## src/rtl/md_pkg.sv

```systemverilog
// md_pkg: shared encodings for the HI/LO multiply/divide unit.
//   - 4-bit operation codes presented on the unit's op input
//   - FSM state encoding used by md_unit_param
//   - divider iteration count helper (one quotient bit per step)
package md_pkg;

    localparam logic [3:0] OP_MULT  = 4'd0;
    localparam logic [3:0] OP_MULTU = 4'd1;
    localparam logic [3:0] OP_DIV   = 4'd2;
    localparam logic [3:0] OP_DIVU  = 4'd3;
    localparam logic [3:0] OP_MTHI  = 4'd4;
    localparam logic [3:0] OP_MTLO  = 4'd5;
    localparam logic [3:0] OP_MFHI  = 4'd6;
    localparam logic [3:0] OP_MFLO  = 4'd7;
    localparam logic [3:0] OP_MADD  = 4'd8;
    localparam logic [3:0] OP_MADDU = 4'd9;
    localparam logic [3:0] OP_MSUB  = 4'd10;
    localparam logic [3:0] OP_MSUBU = 4'd11;

    typedef enum logic [1:0] {
        IDLE     = 2'd0,
        MUL      = 2'd1,
        DIV_ITER = 2'd2,
        DIV_FIX  = 2'd3
    } md_state_e;

    // Restoring division retires one quotient bit per step.
    function automatic int md_div_iters(input int width);
        return width;
    endfunction

endpackage

```

## src/rtl/md_divider.sv

```systemverilog
// md_divider: iterative restoring divider with sign fix-up.
//   clk, rst_ni      : clock, asynchronous active-low reset
//   start_i          : load operands and begin WIDTH restoring steps
//   flush_i          : abandon the division in progress
//   signed_i         : 1 = DIV (two's complement), 0 = DIVU
//   a_i, b_i         : dividend, divisor
//   last_o           : high in the cycle whose edge performs the final step
//   quo_o, rem_o     : sign-corrected quotient/remainder, valid after last step
// Divide by zero yields quo = all ones and rem = dividend (no early exit).
module md_divider
    import md_pkg::*;
#(
    parameter int WIDTH = 32
) (
    input  logic             clk,
    input  logic             rst_ni,
    input  logic             start_i,
    input  logic             flush_i,
    input  logic             signed_i,
    input  logic [WIDTH-1:0] a_i,
    input  logic [WIDTH-1:0] b_i,
    output logic             last_o,
    output logic [WIDTH-1:0] quo_o,
    output logic [WIDTH-1:0] rem_o
);

    localparam int ITERS = md_div_iters(WIDTH);
    localparam int CNT_W = $clog2(ITERS + 1);

    logic             run_q;
    logic [CNT_W-1:0] cnt_q;
    logic [WIDTH-1:0] rem_q, rem_d;
    logic [WIDTH-1:0] quo_q, quo_d;
    logic [WIDTH-1:0] dvs_q;
    logic             qneg_q, rneg_q, dz_q;

    logic [WIDTH:0]   rem_sh;
    logic [WIDTH+1:0] diff;

    function automatic logic [WIDTH-1:0] mag(input logic [WIDTH-1:0] x, input logic sgn);
        return (sgn && x[WIDTH-1]) ? -x : x;
    endfunction

    // One restoring step: shift in next dividend bit, trial subtract.
    // The quotient register doubles as the dividend shift register.
    always_comb begin
        rem_sh = {rem_q, quo_q[WIDTH-1]};
        diff   = {1'b0, rem_sh} - {2'b00, dvs_q};
        if (!diff[WIDTH+1]) begin
            rem_d = diff[WIDTH-1:0];
            quo_d = {quo_q[WIDTH-2:0], 1'b1};
        end else begin
            rem_d = rem_sh[WIDTH-1:0];
            quo_d = {quo_q[WIDTH-2:0], 1'b0};
        end
    end

    always_ff @(posedge clk or negedge rst_ni) begin
        if (!rst_ni) begin
            run_q  <= 1'b0;
            cnt_q  <= '0;
            rem_q  <= '0;
            quo_q  <= '0;
            dvs_q  <= '0;
            qneg_q <= 1'b0;
            rneg_q <= 1'b0;
            dz_q   <= 1'b0;
        end else if (flush_i) begin
            run_q <= 1'b0;
        end else if (start_i) begin
            run_q  <= 1'b1;
            cnt_q  <= CNT_W'(ITERS);
            rem_q  <= '0;
            quo_q  <= mag(a_i, signed_i);
            dvs_q  <= mag(b_i, signed_i);
            qneg_q <= signed_i & (a_i[WIDTH-1] ^ b_i[WIDTH-1]);
            rneg_q <= signed_i & a_i[WIDTH-1];
            dz_q   <= (b_i == '0);
        end else if (run_q) begin
            rem_q <= rem_d;
            quo_q <= quo_d;
            cnt_q <= cnt_q - CNT_W'(1);
            if (cnt_q == CNT_W'(1)) run_q <= 1'b0;
        end
    end

    assign last_o = run_q && (cnt_q == CNT_W'(1));
    // Remainder follows the dividend sign; with a zero divisor the
    // remainder magnitude is |a|, so this restores a exactly.
    // MIN / -1 needs no special case: negating 2^(WIDTH-1) wraps to MIN.
    assign quo_o  = dz_q ? '1 : (qneg_q ? -quo_q : quo_q);
    assign rem_o  = rneg_q ? -rem_q : rem_q;

endmodule

```

## src/rtl/md_unit_param.sv

```systemverilog
// md_unit_param: parametrised HI/LO multiply/divide unit (EX stage).
//   clk, reset  : clock, asynchronous active-low reset
//   start, op   : launch op (sampled only when idle); op codes from md_pkg
//   a, b        : operands (a is also the MTHI/MTLO source)
//   flush       : abort in-flight op, HI/LO untouched, no done
//   busy        : op in flight
//   done        : one-cycle pulse in the cycle after HI/LO commit
//   hi, lo      : architectural HI/LO
//   out         : hi for MFHI, lo for MFLO, else 0 (combinational)
// Optional feature macro MD_MADD_EN: accepts MADD/MADDU/MSUB/MSUBU
// (accumulate into {hi,lo} at commit); undefined, they are ignored.
module md_unit_param
    import md_pkg::*;
#(
    parameter int WIDTH    = 32,
    parameter int MULT_LAT = 5
) (
    input  logic             clk,
    input  logic             reset,
    input  logic             start,
    input  logic [3:0]       op,
    input  logic [WIDTH-1:0] a,
    input  logic [WIDTH-1:0] b,
    input  logic             flush,
    output logic             busy,
    output logic             done,
    output logic [WIDTH-1:0] hi,
    output logic [WIDTH-1:0] lo,
    output logic [WIDTH-1:0] out
);

    localparam int CNT_W = $clog2(MULT_LAT + 1);

    md_state_e          state_q, state_d;
    logic [CNT_W-1:0]   cnt_q, cnt_d;
    logic [2*WIDTH-1:0] prod_q, prod_d;
    logic [WIDTH-1:0]   hi_q, hi_d, lo_q, lo_d;
    logic               done_q, commit;

    logic               is_mul, is_div, mul_signed, div_start;
    logic [2*WIDTH-1:0] a_ext, b_ext, prod_full, mul_res;
    logic               div_last;
    logic [WIDTH-1:0]   div_quo, div_rem;

`ifdef MD_MADD_EN
    logic acc_q, acc_d, sub_q, sub_d, is_acc, is_sub;
    assign is_acc = (op == OP_MADD) || (op == OP_MADDU) || (op == OP_MSUB) || (op == OP_MSUBU);
    assign is_sub = (op == OP_MSUB) || (op == OP_MSUBU);
    assign is_mul = (op == OP_MULT) || (op == OP_MULTU) || is_acc;
    assign mul_signed = (op == OP_MULT) || (op == OP_MADD) || (op == OP_MSUB);
`else
    assign is_mul = (op == OP_MULT) || (op == OP_MULTU);
    assign mul_signed = (op == OP_MULT);
`endif
    assign is_div = (op == OP_DIV) || (op == OP_DIVU);

    // Extending to 2*WIDTH first makes a modulo-2^(2W) multiply give the
    // exact signed or unsigned full product.
    assign a_ext     = mul_signed ? {{WIDTH{a[WIDTH-1]}}, a} : {{WIDTH{1'b0}}, a};
    assign b_ext     = mul_signed ? {{WIDTH{b[WIDTH-1]}}, b} : {{WIDTH{1'b0}}, b};
    assign prod_full = a_ext * b_ext;

    assign div_start = (state_q == IDLE) && start && !flush && is_div;

    md_divider #(.WIDTH(WIDTH)) u_div (
        .clk      (clk),
        .rst_ni   (reset),
        .start_i  (div_start),
        .flush_i  (flush),
        .signed_i (op == OP_DIV),
        .a_i      (a),
        .b_i      (b),
        .last_o   (div_last),
        .quo_o    (div_quo),
        .rem_o    (div_rem)
    );

    always_comb begin
`ifdef MD_MADD_EN
        if (!acc_q)     mul_res = prod_q;
        else if (sub_q) mul_res = {hi_q, lo_q} - prod_q;
        else            mul_res = {hi_q, lo_q} + prod_q;
`else
        mul_res = prod_q;
`endif
    end

    always_comb begin
        state_d = state_q;
        cnt_d   = cnt_q;
        prod_d  = prod_q;
        hi_d    = hi_q;
        lo_d    = lo_q;
        commit  = 1'b0;
`ifdef MD_MADD_EN
        acc_d   = acc_q;
        sub_d   = sub_q;
`endif
        if (flush) begin
            state_d = IDLE;
        end else begin
            case (state_q)
                IDLE: begin
                    if (start) begin
                        if (is_mul) begin
                            state_d = MUL;
                            cnt_d   = CNT_W'(MULT_LAT);
                            prod_d  = prod_full;
`ifdef MD_MADD_EN
                            acc_d   = is_acc;
                            sub_d   = is_sub;
`endif
                        end else if (is_div) begin
                            state_d = DIV_ITER;
                        end
                    end else if (op == OP_MTHI) begin
                        hi_d = a;
                    end else if (op == OP_MTLO) begin
                        lo_d = a;
                    end
                end
                MUL: begin
                    cnt_d = cnt_q - CNT_W'(1);
                    if (cnt_q == CNT_W'(1)) begin
                        commit       = 1'b1;
                        state_d      = IDLE;
                        {hi_d, lo_d} = mul_res;
                    end
                end
                DIV_ITER: begin
                    if (div_last) state_d = DIV_FIX;
                end
                DIV_FIX: begin
                    commit  = 1'b1;
                    state_d = IDLE;
                    hi_d    = div_rem;
                    lo_d    = div_quo;
                end
                default: state_d = IDLE;
            endcase
        end
    end

    always_ff @(posedge clk or negedge reset) begin
        if (!reset) begin
            state_q <= IDLE;
            cnt_q   <= '0;
            prod_q  <= '0;
            hi_q    <= '0;
            lo_q    <= '0;
            done_q  <= 1'b0;
`ifdef MD_MADD_EN
            acc_q   <= 1'b0;
            sub_q   <= 1'b0;
`endif
        end else begin
            state_q <= state_d;
            cnt_q   <= cnt_d;
            prod_q  <= prod_d;
            hi_q    <= hi_d;
            lo_q    <= lo_d;
            done_q  <= commit;
`ifdef MD_MADD_EN
            acc_q   <= acc_d;
            sub_q   <= sub_d;
`endif
        end
    end

    assign busy = (state_q != IDLE);
    assign done = done_q;
    assign hi   = hi_q;
    assign lo   = lo_q;
    assign out  = (op == OP_MFHI) ? hi_q : ((op == OP_MFLO) ? lo_q : '0);

endmodule

```

## config.mk

```make
export PLATFORM = sky130hd
export DESIGN_NAME = md_unit_param
export DESIGN_NICKNAME = d
export VERILOG_FILES = /design/src/rtl/md_pkg.sv /design/src/rtl/md_divider.sv /design/src/rtl/md_unit_param.sv
export SDC_FILE = /design/constraint.sdc
export NUM_CORES = 2
export LEC_CHECK = 0
export ABC_AREA = 1
export BUFFER_PORTS_ARGS = -buffer_cell sky130_fd_sc_hd__buf_2
export CORE_MARGIN = 4
export CORE_UTILIZATION = 39
export DETAILED_ROUTE_END_ITERATION = 7
export PLACE_DENSITY = 0.52
export RECOVER_POWER = 25
export SLEW_MARGIN = 20
export SYNTH_ARGS = -nofsm -noshare
export SYNTH_HDL_FRONTEND = slang
export SYNTH_SLANG_ARGS = --single-unit
```

## constraint.sdc

```tcl
create_clock -name clk -period 7.3 [get_ports clk]
set_input_delay 0 -clock clk [delete_from_list [all_inputs] [get_ports clk]]
set_output_delay 0 -clock clk [all_outputs]
set_load 0.005 [all_outputs]
```

# Word level (Yosys, flattened, before mapping)
# Index checks and enable logic that the tools add are counted.
[word_totals] reg_bits=240 input_bits=72 output_inout_bits=98 elab_cells=115
[op_classes] addsub=7 multipliers=1 eq_ne=23 muxes=43 bitwise_logic=4 reduce_logical=23
[op_table] operator="32-bit two-way mux" count=19
[op_table] operator="32-bit case mux with 3 select lines" count=2
[op_table] operator="64-bit two-way mux" count=2
[op_table] operator="32-bit negation" count=4
[op_table] operator="64-bit by 64-bit multiplier with 64-bit output" count=1
[op_table] operator="33-bit by 32-bit subtractor with 34-bit output" count=1
[op_table] operator="32-bit logical NOT" count=1
[op_table] operator="4-bit by 3-bit equality test with 1-bit output, second input constant" count=4
[op_table] operator="2-bit two-way mux" count=6
[op_table] operator="6-bit two-way mux" count=2
[op_table] operator="4-bit AND reduction" count=3
[op_table] operator="2-bit inequality test, second input constant" count=5
[op_table] operator="3-bit inequality test, second input constant" count=3
[op_table] operator="4-bit by 2-bit equality test with 1-bit output, second input constant" count=2
[op_table] operator="2-bit case mux with 4 select lines" count=1
[op_table] operator="1-bit two-way mux" count=7
[op_table] operator="6-bit by 1-bit equality test with 1-bit output, second input constant" count=1
[op_table] operator="1-bit logical AND" count=6
[op_table] operator="3-bit two-way mux" count=2
[op_table] operator="3-bit case mux with 2 select lines" count=1
[op_table] operator="6-bit AND reduction" count=1
[op_table] operator="2-bit nonzero test" count=3
[op_table] operator="6-bit by 1-bit subtractor with 6-bit output, second input constant" count=1
[op_table] operator="5-bit AND reduction" count=1
[op_table] operator="17 further kinds" count=22

# Logic depth before layout (Yosys ltp)
[logic_depth] ltp_word=7 ltp_mapped=42 ltp_nobuf=41

# Modules after synthesis
# Synthesis repeated with hierarchy kept, for this count alone.
[unflattened] hier_cells=8509 hier_area_um2=66256.0
[modules_own_cells] module="md_unit_param" n_inst=1 cells_each=6672 area_each_um2=55278.0 seq_area_each_um2=3353.2
[modules_own_cells] module="md_divider" n_inst=1 cells_each=1837 area_each_um2=10978.0 seq_area_each_um2=2652.5

# Worst setup path before layout
# OpenSTA, ideal clock, no wires.
[synth_timing] kind="input port to flip-flop" from="in op[2]" to="reg prod_q[62], in the netlist mul_res[62]" setup_time_ns=0.118 t_arrival_ns=8.301 required_ns=7.182 setup_slack_ns=-1.119 stages=32 n_path_buf=3 path_cell_list="nor2_2 -> nand2_1 -> buf_2 -> buf_1 -> buf_1 -> nor2_1 -> fa_1 -> fa_1 -> fa_1 -> fa_1 -> fa_1 -> inv_1 -> fa_1 -> inv_1 -> fa_1 -> inv_1 -> fa_1 -> inv_1 -> fa_1 -> inv_1 -> fa_1 -> inv_1 -> ha_1 -> inv_1 -> nor3_1 -> nand2_1 -> nor3_1 -> nand3_1 -> nand2_1 -> nand2_1 -> nand3_1 -> nand2_1"
[synth_via] elab_chain_len=3 elab_cells_between_ends=7 cone_classes="mul: 1; eq/ne: 1; mux: 2; reduce/logical: 3"
[synth_lines] element="start, declared" line_no="md_unit_param.sv:21" text="input logic [3:0] op,"
[synth_lines] element="4-bit logical NOT / 4-bit by 1-bit equality test with 1-bit output (equally long branches)" line_no="md_unit_param.sv:52, md_unit_param.sv:53"
[synth_lines] element="64-bit two-way mux (tied with other cells)" line_no="md_unit_param.sv:59" text="assign a_ext = mul_signed ? {{WIDTH{a[WIDTH-1]}}, a} : {{WIDTH{1'b0}}, a};"
[synth_lines] element="64-bit by 64-bit multiplier with 64-bit output / 4-bit AND reduction (equally long branches)"
[synth_lines] element="end signal, assigned" line_no="md_unit_param.sv:159" text="prod_q <= prod_d;"
[synth_lines] element="end, declared" line_no="md_unit_param.sv:36" text="logic [2*WIDTH-1:0] prod_q, prod_d;"
# Several ways; a longest one is shown, not always the timed one.
# A chain may end at the register's enable or synchronous reset.

# Worst setup path after layout
[layout_timing] from="in op[0]" to="reg prod_q[53], in the netlist mul_res[53]"
# The elaborated chain is that of the path after synthesis.

==> results.cfg <==
[place]
routabilityCongestion = 1.01
dp_hpwl_mm = 233
port_buffers = 169
numPlacedInstances = 11300

[logic_synthesis]
synth_top_area_frac = 0.432
synth_cell_type_count = 56
syn_nets = 10200
synth-edff-count = 0
syn_inst = 8371
synth.avg_cell_area_um2 = 7.83
synth.largest_area_cell = fa_1
yosys.cell_count.top_type = inv_1
ys_async_sr_fraction = 1.00
ys_ff_latch = 240
synthTopCellsByArea = fa_1 43%, inv_1 14%, nand2_1 10%
ys.flop_type = dfrtp_1
synth_seq_area_share = 0.0917
yosys-top-cells-count = 2434 x inv_1, 1782 x nand2_1, 1414 x fa_1
synth_warnings = 0
synth_area_mm2 = 0.0655

[timing]
layout_setup_ws_ns = -0.346
timing.final.crit_share = 1.05
rsz0062_at_grt = true
min_period_ns = 7.65
hold_violations = 0
maxSlewViolCount = 236
slew_headroom = -1.23
tightest_slew_ns = 3.34
setup_viol = 27
final.setup_skew_ns = 0.0120
max_freq_ghz = 0.131

[clocking]
clk_pin_slew_ns = 0.07
tritoncts = yes
clock_sinks = 240
cts-buffers-inserted = 29
clock-root-buffer = clkbuf_16
cts_buffer_depth = 3
clk_latency_ns = 0.60
htreeDepth = 1

[global_route]
grt_pass1_vias = 61100
grt_pass1_wl_mm = 400
antenna_found_initial = 16
grt-ovfl-total = 0
grt_max_degree = 139
track_usage = 0.311

[detailed_routing]
drt_wl_total_mm = 267
drtAntennaViolNets = 0
vias_per_cell = 5.01
drt-pass1-iter-count = 6
vias = 57400
route.detailed.drc = 0
wire_per_inst_um = 23.3
drt_iter0_drc = 4260

[final_layout]
areaGrowthSynthToFinish_pct = 22.2
stdcell_count = 11500
layout-drive-gt1-share = 0.194
final_nets = 11100

[setup_path]
path_max_fanout = 7
worst_ep_required_time_ns = 7.84
reg2regPathDepth = 11
end_kind = register
reg2reg_from = state_q[0]$_DFFE_PN0P_
r2r_end = hi[24]$_DFFE_PN0P_
cp.arrival_ns = 8.19
reg2reg_setup_slack_ns = 3.75
slowest_delay_ns = 0.55
slowest_stage = fa_1
crit_type = in -> reg
worstSetupStartpointType = input port
cpMostUsedCell = fa_1

[die]
initial_core_util = 0.392
num_io_pins = 170
dieArea_mm2 = 0.175
die_w_um = 418
die_height_um = 418
coreArea_mm2 = 0.167
rows = 150

[flow_run]
cap_violations = 3

[run_status]
outcome = finished with violations
violations = max-capacitance violations, max-slew violations, negative setup slack

[min_path]
min_to = u_div.dvs_q[31]$_DFFE_PN0P_
min_path_type = in -> reg
hold_start = b[31]
holdPathStages = 4
[area by class of cell]
class	instances	area (um^2)
Fill cell	16700	87000
Multi-Input combinational cell	5326	51400
Tap cell	2204	2760
Clock inverter	18	229
Inverter	2441	9200
Clock buffer	36	782
Sequential cell	240	6010
Antenna cell	5	12.5
Timing Repair Buffer	1186	9690
[cell families after synthesis]
family / share of synthesized area
AO/OA/AOI/OAI: 0.0678
buffers and inverters: 0.162
XOR/XNOR: 0.0122
flip-flops: 0.0917
adder cells (fa/ha/maj): 0.500
AND/OR/NAND/NOR: 0.166
[worst max-delay path by stage]
stage / depth (start not counted) / slack (ns) / to / start
3_3_place_gp: 33 / -1.57 / mul_res[46]$_DFFE_PN0P_ / op[3]
3_5_place_dp: 34 / -1.60 / mul_res[60]$_DFFE_PN0P_ / op[0]
5_1_grt: 38 / -0.59 / mul_res[53]$_DFFE_PN0P_ / op[3]
6_report: 38 / -0.35 / mul_res[53]$_DFFE_PN0P_ / op[0]
4_1_cts: 37 / -0.34 / mul_res[53]$_DFFE_PN0P_ / op[2]
2_1_floorplan: 29 / -0.34 / mul_res[52]$_DFFE_PN0P_ / op[3]
[metrics by stage]
| stage | hold WS (ns) | TNS, ns | cell area [um^2] | util | setup WS, ns |
|---|---|---|---|---|---|
| final | 0.0385 | -6.33 | 80100 | 0.479 | -0.346 |
| after global routing | 0.0722 | -13.36 | 80100 | 0.479 | -0.588 |
| after CTS | 0.00879 | -5.83 | 79000 | 0.473 | -0.345 |
| after detailed placement | -0.0197 | -50.15 | 75800 | 0.454 | -1.60 |
| after global placement | -0.0192 | -49.28 | 75800 | 0.454 | -1.57 |
| after floorplan | -0.296 | -5.18 | 66000 | - | -0.335 |
[flip-flops by register name (all words and copies together) (netlist names), 2 cells and up]
register / cells
u_div.quo_q: 32
u_div.rem_q: 32
hi: 32
mul_res: 64
u_div.dvs_q: 32
state_q: 2
lo: 32
u_div.cnt_q: 6
cnt_q: 3
[what timing repair did]
item	4_1_cts	5_1_grt
endpoints found under the hold margin	61	0
endpoints found under the setup margin	39	47
resized for setup	471	309
buffers inserted	56	32
pin swaps	211	155
hold buffers	9	0
[layer usage]
layer	up-vias	routed length, um	global-route usage
met3	395	14500	0.0291
met1	29300	114000	0.417
met5	-	0	0
li1	26000	-	-
met4	0	12700	0.112
met2	1702	126000	0.526
[cells in the final DEF (no fill, tap or decap), types with 46 or more instances in the layout]
cell / n
clkbuf_1: 48
nand3_1: 234
fa_2: 70
fa_1: 1344
nor2_4: 80
dfrtp_1: 240
xor2_1: 50
buf_4: 877
buf_12: 68
ha_1: 320
inv_1: 2316
nor2_1: 341
buf_2: 93
o21ai_0: 270
nor2_2: 63
a21oi_1: 151
nand2_1: 1722
buf_6: 74
inv_2: 109
o21ai_1: 46
[critical path: cells and delay by family]
| kind | cells | cell delay [ns] |
|---|---|---|
| buffers and inverters | 13 | 1.14 |
| adders and majority gates | 11 | 5.32 |
| and+or+nand+nor | 14 | 1.68 |
Power is left out: the tool's default activity adds up to more than one toggle a clock period on the data nets, which glitch-free logic cannot reach.
